$ cat config.mk
export PLATFORM = sky130hd
export DESIGN_NAME = shot_initiator_flat
export DESIGN_NICKNAME = d
export VERILOG_FILES = /design/src/rtl/shot_pkg.sv /design/src/rtl/shot_initiator_if.sv /design/src/rtl/shot_timer.sv /design/src/rtl/shot_initiator.sv /design/src/flat_wrapper.sv
export SDC_FILE = /design/constraint.sdc
export NUM_CORES = 1
export LEC_CHECK = 0
export BUFFER_PORTS_ARGS = -buffer_cell sky130_fd_sc_hd__buf_2
export CAP_MARGIN = 20
export CORE_UTILIZATION = 36
export DETAILED_ROUTE_END_ITERATION = 10
export HOLD_SLACK_MARGIN = 0.08
export PLACE_DENSITY = 0.55
export SETUP_SLACK_MARGIN = 0.2
export SLEW_MARGIN = 25
export SYNTH_ARGS = -nofsm -noshare
export SYNTH_HDL_FRONTEND = slang
export SYNTH_SLANG_ARGS = --single-unit
$ cat constraint.sdc
create_clock -name clk -period 2.3 [get_ports clk]
set_input_delay 0.23 -clock clk [delete_from_list [all_inputs] [get_ports clk]]
set_output_delay 0.23 -clock clk [all_outputs]
set_load 0.05 [all_outputs]
$ cat src/rtl/shot_pkg.sv
// Shared types and constants for the shot exchange (initiator and responder sides).
package shot_pkg;

    typedef enum logic [2:0] {
        IDLE,
        SEND_HDR,
        SEND_COORD,
        WAIT_HDR,
        WAIT_RES,
        DONE
    } shot_state_t;

    localparam logic [7:0] HDR_SHOT_DEF = 8'hA5;
    localparam logic [7:0] HDR_RES_DEF  = 8'h5A;

    localparam logic [1:0] RES_MISS = 2'b11;
    localparam logic [1:0] RES_HIT  = 2'b10;
    localparam logic [1:0] RES_NONE = 2'b00;

    localparam logic [3:0] BOARD_MAX = 4'd9;

    // Row in [7:4], column in [3:0]; both must lie on the 10x10 board.
    function automatic logic coord_valid(input logic [7:0] coord);
        return (coord[7:4] <= BOARD_MAX) && (coord[3:0] <= BOARD_MAX);
    endfunction

    // A result byte is legal when the upper six bits are clear and the code is defined.
    function automatic logic result_legal(input logic [7:0] res);
        return (res[7:2] == 6'd0) &&
               ((res[1:0] == RES_MISS) || (res[1:0] == RES_HIT) || (res[1:0] == RES_NONE));
    endfunction

endpackage

$ cat src/rtl/shot_initiator_if.sv
// Player-control and byte-link signals of the shot initiator.
// master = the initiator itself, slave = its environment (mouse control, link, board update).
interface shot_initiator_if;
    logic       fire;
    logic [7:0] target;
    logic       turn_en;
    logic [7:0] tx_data;
    logic       tx_valid;
    logic       tx_ready;
    logic [7:0] rx_data;
    logic       rx_valid;
    logic [1:0] msg_in;
    logic       result_valid;
    logic       busy;
    logic       err;

    modport master (
        input  fire, target, turn_en, tx_ready, rx_data, rx_valid,
        output tx_data, tx_valid, msg_in, result_valid, busy, err
    );

    modport slave (
        output fire, target, turn_en, tx_ready, rx_data, rx_valid,
        input  tx_data, tx_valid, msg_in, result_valid, busy, err
    );
endinterface

$ cat src/rtl/shot_timer.sv
// Saturating reply timer: cleared when the coordinate byte leaves, counts while enabled,
// and flags the terminal count TIMEOUT_CYCLES-1 (it never wraps).
module shot_timer #(
    parameter int unsigned TIMEOUT_CYCLES = 65_000_000
) (
    input  logic clk,
    input  logic rst,
    input  logic clear,
    input  logic enable,
    output logic expired
);
    localparam int unsigned     W    = (TIMEOUT_CYCLES > 1) ? $clog2(TIMEOUT_CYCLES) : 1;
    localparam logic [W-1:0]    TERM = W'(TIMEOUT_CYCLES - 1);

    logic [W-1:0] count;

    // NOTE: sequential state uses non-blocking assignments so every flop samples pre-edge values.
    always_ff @(posedge clk or posedge rst) begin
        if (rst) begin
            count <= '0;
        end else if (clear) begin
            count <= '0;
        end else if (enable && (count != TERM)) begin
            count <= count + 1'b1;
        end
    end

    assign expired = (count == TERM);

endmodule

$ cat src/rtl/shot_initiator.sv
// Shot initiator: sends the 2-byte shot frame, then waits for the 2-byte result frame.
// Build option: define SHOT_RETRY_EN to resend the frame up to MAX_RETRY times on timeout.
module shot_initiator
    import shot_pkg::*;
#(
    parameter int unsigned TIMEOUT_CYCLES = 65_000_000,
`ifdef SHOT_RETRY_EN
    parameter int unsigned MAX_RETRY      = 3,
`endif
    parameter logic [7:0]  HDR_SHOT       = HDR_SHOT_DEF,
    parameter logic [7:0]  HDR_RES        = HDR_RES_DEF
) (
    input logic              clk,
    input logic              rst,
    shot_initiator_if.master bus
);

    shot_state_t state, state_d;
    logic [7:0]  target_q;
    logic [1:0]  msg_q;
    logic        err_q;

    logic accept, waiting, res_seen, hdr_seen, timeout, retry_ok, give_up;
    logic timer_clear, expired;

    assign accept      = (state == IDLE) && bus.fire && bus.turn_en && coord_valid(bus.target);
    assign waiting     = (state == WAIT_HDR) || (state == WAIT_RES);
    assign res_seen    = (state == WAIT_RES) && bus.rx_valid;
    assign hdr_seen    = (state == WAIT_HDR) && bus.rx_valid && (bus.rx_data == HDR_RES);
    assign timer_clear = (state == SEND_COORD) && bus.tx_ready;
    // A result byte landing on the terminal-count cycle is accepted instead of timing out.
    assign timeout     = waiting && expired && !res_seen;
    assign give_up     = timeout && !retry_ok;

    shot_timer #(
        .TIMEOUT_CYCLES(TIMEOUT_CYCLES)
    ) u_timer (
        .clk    (clk),
        .rst    (rst),
        .clear  (timer_clear),
        .enable (waiting),
        .expired(expired)
    );

`ifdef SHOT_RETRY_EN
    localparam int unsigned RETRY_W = (MAX_RETRY > 0) ? $clog2(MAX_RETRY + 1) : 1;

    logic [RETRY_W-1:0] retry_cnt;

    assign retry_ok = (retry_cnt < RETRY_W'(MAX_RETRY));

    always_ff @(posedge clk or posedge rst) begin
        if (rst) begin
            retry_cnt <= '0;
        end else if (accept) begin
            retry_cnt <= '0;
        end else if (timeout && retry_ok) begin
            retry_cnt <= retry_cnt + 1'b1;
        end
    end
`else
    assign retry_ok = 1'b0;
`endif

    // State register; reset forces IDLE, which drops tx_valid without waiting for a clock.
    always_ff @(posedge clk or posedge rst) begin
        if (rst) begin
            state <= IDLE;
        end else begin
            state <= state_d;
        end
    end

    // NOTE: every combinational output gets a default first so no path leaves it unassigned (no latch).
    always_comb begin
        state_d = state;
        unique case (state)
            IDLE:       if (accept)       state_d = SEND_HDR;
            SEND_HDR:   if (bus.tx_ready) state_d = SEND_COORD;
            SEND_COORD: if (bus.tx_ready) state_d = WAIT_HDR;
            WAIT_HDR: begin
                if (timeout)       state_d = retry_ok ? SEND_HDR : DONE;
                else if (hdr_seen) state_d = WAIT_RES;
            end
            WAIT_RES: begin
                if (res_seen)     state_d = DONE;
                else if (timeout) state_d = retry_ok ? SEND_HDR : DONE;
            end
            DONE:       state_d = IDLE;
            default:    state_d = IDLE;
        endcase
    end

    always_comb begin
        bus.tx_valid     = 1'b0;
        bus.tx_data      = 8'h00;
        bus.busy         = (state != IDLE);
        bus.result_valid = (state == DONE);
        unique case (state)
            SEND_HDR: begin
                bus.tx_valid = 1'b1;
                bus.tx_data  = HDR_SHOT;
            end
            SEND_COORD: begin
                bus.tx_valid = 1'b1;
                bus.tx_data  = target_q;
            end
            default: ;
        endcase
    end

    // msg_in and err persist across DONE so a once-per-frame consumer still sees the outcome.
    always_ff @(posedge clk or posedge rst) begin
        if (rst) begin
            target_q <= 8'h00;
            msg_q    <= RES_NONE;
            err_q    <= 1'b0;
        end else if (accept) begin
            target_q <= bus.target;
            msg_q    <= RES_NONE;
            err_q    <= 1'b0;
        end else if (res_seen) begin
            if (result_legal(bus.rx_data)) begin
                msg_q <= bus.rx_data[1:0];
            end else begin
                msg_q <= RES_NONE;
                err_q <= 1'b1;
            end
        end else if (give_up) begin
            msg_q <= RES_NONE;
            err_q <= 1'b1;
        end
    end

    assign bus.msg_in = msg_q;
    assign bus.err    = err_q;

endmodule

$ cat src/flat_wrapper.sv
// flat-port wrapper written by rule: the top's interface ports become plain ports
module shot_initiator_flat import shot_pkg::*;
#(
    parameter int unsigned TIMEOUT_CYCLES = 65_000_000,

    parameter logic [7:0]  HDR_SHOT       = HDR_SHOT_DEF,
    parameter logic [7:0]  HDR_RES        = HDR_RES_DEF
)
  (clk, rst, bus_fire, bus_target, bus_turn_en, bus_tx_ready, bus_rx_data, bus_rx_valid, bus_tx_data, bus_tx_valid, bus_msg_in, bus_result_valid, bus_busy, bus_err);
  shot_initiator_if bus_i ();
  input logic clk;
  input logic rst;
  input wire logic [$bits(bus_i.fire)-1:0] bus_fire;
  input wire logic [$bits(bus_i.target)-1:0] bus_target;
  input wire logic [$bits(bus_i.turn_en)-1:0] bus_turn_en;
  input wire logic [$bits(bus_i.tx_ready)-1:0] bus_tx_ready;
  input wire logic [$bits(bus_i.rx_data)-1:0] bus_rx_data;
  input wire logic [$bits(bus_i.rx_valid)-1:0] bus_rx_valid;
  output wire logic [$bits(bus_i.tx_data)-1:0] bus_tx_data;
  output wire logic [$bits(bus_i.tx_valid)-1:0] bus_tx_valid;
  output wire logic [$bits(bus_i.msg_in)-1:0] bus_msg_in;
  output wire logic [$bits(bus_i.result_valid)-1:0] bus_result_valid;
  output wire logic [$bits(bus_i.busy)-1:0] bus_busy;
  output wire logic [$bits(bus_i.err)-1:0] bus_err;
  assign bus_i.fire = bus_fire;
  assign bus_i.target = bus_target;
  assign bus_i.turn_en = bus_turn_en;
  assign bus_i.tx_ready = bus_tx_ready;
  assign bus_i.rx_data = bus_rx_data;
  assign bus_i.rx_valid = bus_rx_valid;
  assign bus_tx_data = bus_i.tx_data;
  assign bus_tx_valid = bus_i.tx_valid;
  assign bus_msg_in = bus_i.msg_in;
  assign bus_result_valid = bus_i.result_valid;
  assign bus_busy = bus_i.busy;
  assign bus_err = bus_i.err;
  shot_initiator #(.TIMEOUT_CYCLES(TIMEOUT_CYCLES), .HDR_SHOT(HDR_SHOT), .HDR_RES(HDR_RES)) u_core (.clk(clk), .rst(rst), .bus(bus_i));
endmodule
==> results.json <==
{
  "status": "finished clean",
  "overflow": 0,
  "avgSynthCellArea_um2": 9.76,
  "clk_pin_slew_ns": 0.08,
  "clkLatencyLatePin_ns": 0.29,
  "cap_violations": 0,
  "drive_gt1_share_pct": 30.1,
  "nets": 311,
  "power-per-cell-area_mw_per_mm2": 1120,
  "port_buffers": 35,
  "ys_async_sr_fraction_pct": 100,
  "critPathRequiredTime_ns": 2.48,
  "hold_viol_final": 0,
  "p_leak_uw": 0.00125,
  "yosysUniqueCellTypes": 47,
  "final-max-slew-violation-count": 0,
  "vias": 1966,
  "ys_seq_area_share_pct": 44.8,
  "wl_mm": 5.26,
  "grt_max_degree": 41,
  "clockBufferDepth": 2,
  "hpwl_mm": 3.70,
  "cp-end-kind": "flip-flop",
  "clock_sinks": 40,
  "pin_count": 36,
  "die_w_um": 80.8,
  "die_area_mm2": 0.00653,
  "period_needed_ns": 2.11,
  "core_area_mm2": 0.00596,
  "syn_inst": 229,
  "rows": 28,
  "ctsHoldBuffers": 0,
  "layout.cells.non_filler": 364,
  "path_class": "flip-flop to flip-flop",
  "fin_util_pct": 46.1,
  "multi_input_area_mm2": 0.00117,
  "synth_ff_type": "dfrtp_1",
  "setup_viol": 0,
  "synth-seq-cells": 40,
  "timing.final.crit_share_pct": 91.9,
  "viasPerCell": 5.40,
  "hold_path.class": "input pin to asynchronous set/reset pin",
  "start_util_pct": 37.5,
  "seq_area_mm2": 0.00100,
  "cts_tree": "built",
  "tightestPinTransition_ns": 0.526,
  "rsz0062_at_grt": "yes",
  "die_y_um": 80.8,
  "fmax_mhz": 473,
  "antenna_found_initial": 0,
  "first_pass_iters": 4,
  "synth_edf_count": 0,
  "drc": 0,
  "grtUsageTotal_pct": 17.1,
  "irDropWorstVdd_v": 0.000623,
  "synth.net_count": 252,
  "final_antenna_net_count": 0,
  "first_global_vias": 1786,
  "relSlewSlack_pct": 64.9,
  "cp.arrival_ns": 2.29,
  "drt_iter0_markers": 43,
  "fin_skew_ns": 0.00504,
  "area_growth_pct": 22.8,
  "place_congestion": 0.823,
  "ys.warnings.count": 0,
  "numCtsBuffers": 5,
  "tns_ns": 0,
  "dp_cells": 346,
  "syn_area_mm2": 0.00224,
  "diodes": 0,
  "grt_pass1_wl_mm": 8.53,
  "fill_cells": 578,
  "crit_fanout": 8,
  "critPathLaunchType": "flip-flop",
  "root_buffer": "clkbuf_8",
  "h-tree-depth": 2,
  "wl_per_cell_um": 14.5
}
-- flip-flops by register name (all words and copies together), names as in the netlist --
signal                flops
u_core.target_q           8
u_core.bus.msg_in         2
u_core.u_timer.count     26
u_core.state              3
u_core.bus.err            1
-- report_power, final --
group	internal, uW	leakage, uW	switching, uW
clock	240	0.0000510	250
combinational	577	0.000683	824
sequential	957	0.000520	241
-- final timing paths --
kind | startpoint | slack (ns) | end | depth (start not counted)
setup / recovery | u_core.u_timer.count[6] | 0.19 | u_core.bus.msg_in[0] | 5
hold / removal | rst | 0.06 | u_core.target_q[4] | 3
setup reg to reg | u_core.u_timer.count[6] | 0.19 | u_core.bus.msg_in[0] | 5
hold reg to reg | u_core.bus.err | 0.48 | u_core.bus.err | 2
max in group asynchronous | rst | 1.86 | u_core.state[2] | 3
min in group clk | bus_target[0] | 0.17 | u_core.target_q[0] | 2
-- stage by stage --
step	instance area (um^2)	total power (uW)	hold slack (ns)	worst slack [ns]
3_5_place_dp	2560	2430	0.399	0.115
5_1_grt	2750	3310	0.0956	0.151
2_1_floorplan	2240	2100	0.363	0.206
3_3_place_gp	2560	2420	0.395	0.152
4_1_cts	2710	3030	0.0826	0.210
6_report	2750	3090	0.0618	0.185
-- cells by family (layout without fill, tap and decap cells) --
logic type                 Yosys count  after routing  synth area share [%]
and+or+nand+nor                    106            106                  26.3
AOI/OAI and AO/OA                   43             43                  13.6
DFF                                 40             40                  44.8
xor gates and xnor gates            15             15                  5.88
buffers and inverters               13             73                  3.53
muxes                               11             11                  5.37
adders and majority gates            1              1                 0.560
-- critical path, stage by stage, from the launching register on --
cell,delay [ns]
dfrtp_1,0.39
or3b_1,0.38
or4_4,0.60
o31ai_1,0.26
o21ai_1,0.12
a32o_1,0.27
-- cells in the mapped netlist, types with 4 or more instances --
| library cell | n | share of area (%) |
|---|---|---|
| a21oi_1 | 9 | 2.0 |
| and2_1 | 4 | 1.1 |
| and3_1 | 9 | 2.5 |
| buf_6 | 4 | 2.0 |
| clkbuf_1 | 4 | 0.67 |
| dfrtp_1 | 40 | 45 |
| inv_1 | 5 | 0.84 |
| mux2_2 | 8 | 4.0 |
| nand2_1 | 18 | 3.0 |
| nand2b_1 | 4 | 1.1 |
| nand3_1 | 13 | 2.9 |
| nand4_1 | 9 | 2.5 |
| nor2_1 | 21 | 3.5 |
| nor3_1 | 4 | 0.90 |
| o211ai_1 | 9 | 3.0 |
| o21ai_0 | 5 | 1.1 |
| o31ai_1 | 7 | 2.4 |
| xor2_1 | 12 | 4.7 |
-- layout make-up --
| class | instances | area share, % |
|---|---|---|
| inverter | 5 | 0.683 |
| multi-input combinational | 176 | 42.7 |
| tap | 75 | 3.42 |
| clock inverter | 2 | 0.364 |
| sequential | 40 | 36.5 |
| clock buffer | 6 | 3.01 |
| timing repair buffer | 60 | 13.3 |
-- cells in the final DEF, fill, tap and decap left out, types with 4 or more instances in the layout --
| master | Yosys | final |
|---|---|---|
| buf_2 | 0 | 35 |
| and2_1 | 4 | 4 |
| nand2b_1 | 4 | 4 |
| clkbuf_8 | 0 | 6 |
| o31ai_1 | 7 | 7 |
| mux2_2 | 8 | 8 |
| xor2_1 | 12 | 12 |
| buf_4 | 0 | 24 |
| nor2_1 | 21 | 21 |
| and3_1 | 9 | 9 |
| o211ai_1 | 9 | 9 |
| dfrtp_1 | 40 | 39 |
| a21oi_1 | 9 | 9 |
| nand3_1 | 13 | 13 |
| nand2_1 | 18 | 18 |
| inv_1 | 5 | 5 |
| o21ai_0 | 5 | 4 |
| nand4_1 | 9 | 9 |
-- repair_timing --
action                     CTS  global route
pin swaps                    2             4
setup buffers                6             4
setup endpoints to repair   12            15
gates resized for setup      3             4
-- metal layers --
layer	vias up	GRT usage (%)	part of all wire [%]
li1	968	-	-
met1	957	23.3	48
met2	37	27.7	48
met3	4	3.48	4.0
met4	0	4.29	0.53
met5	-	0	0
Power figures use the tool's default switching activity.
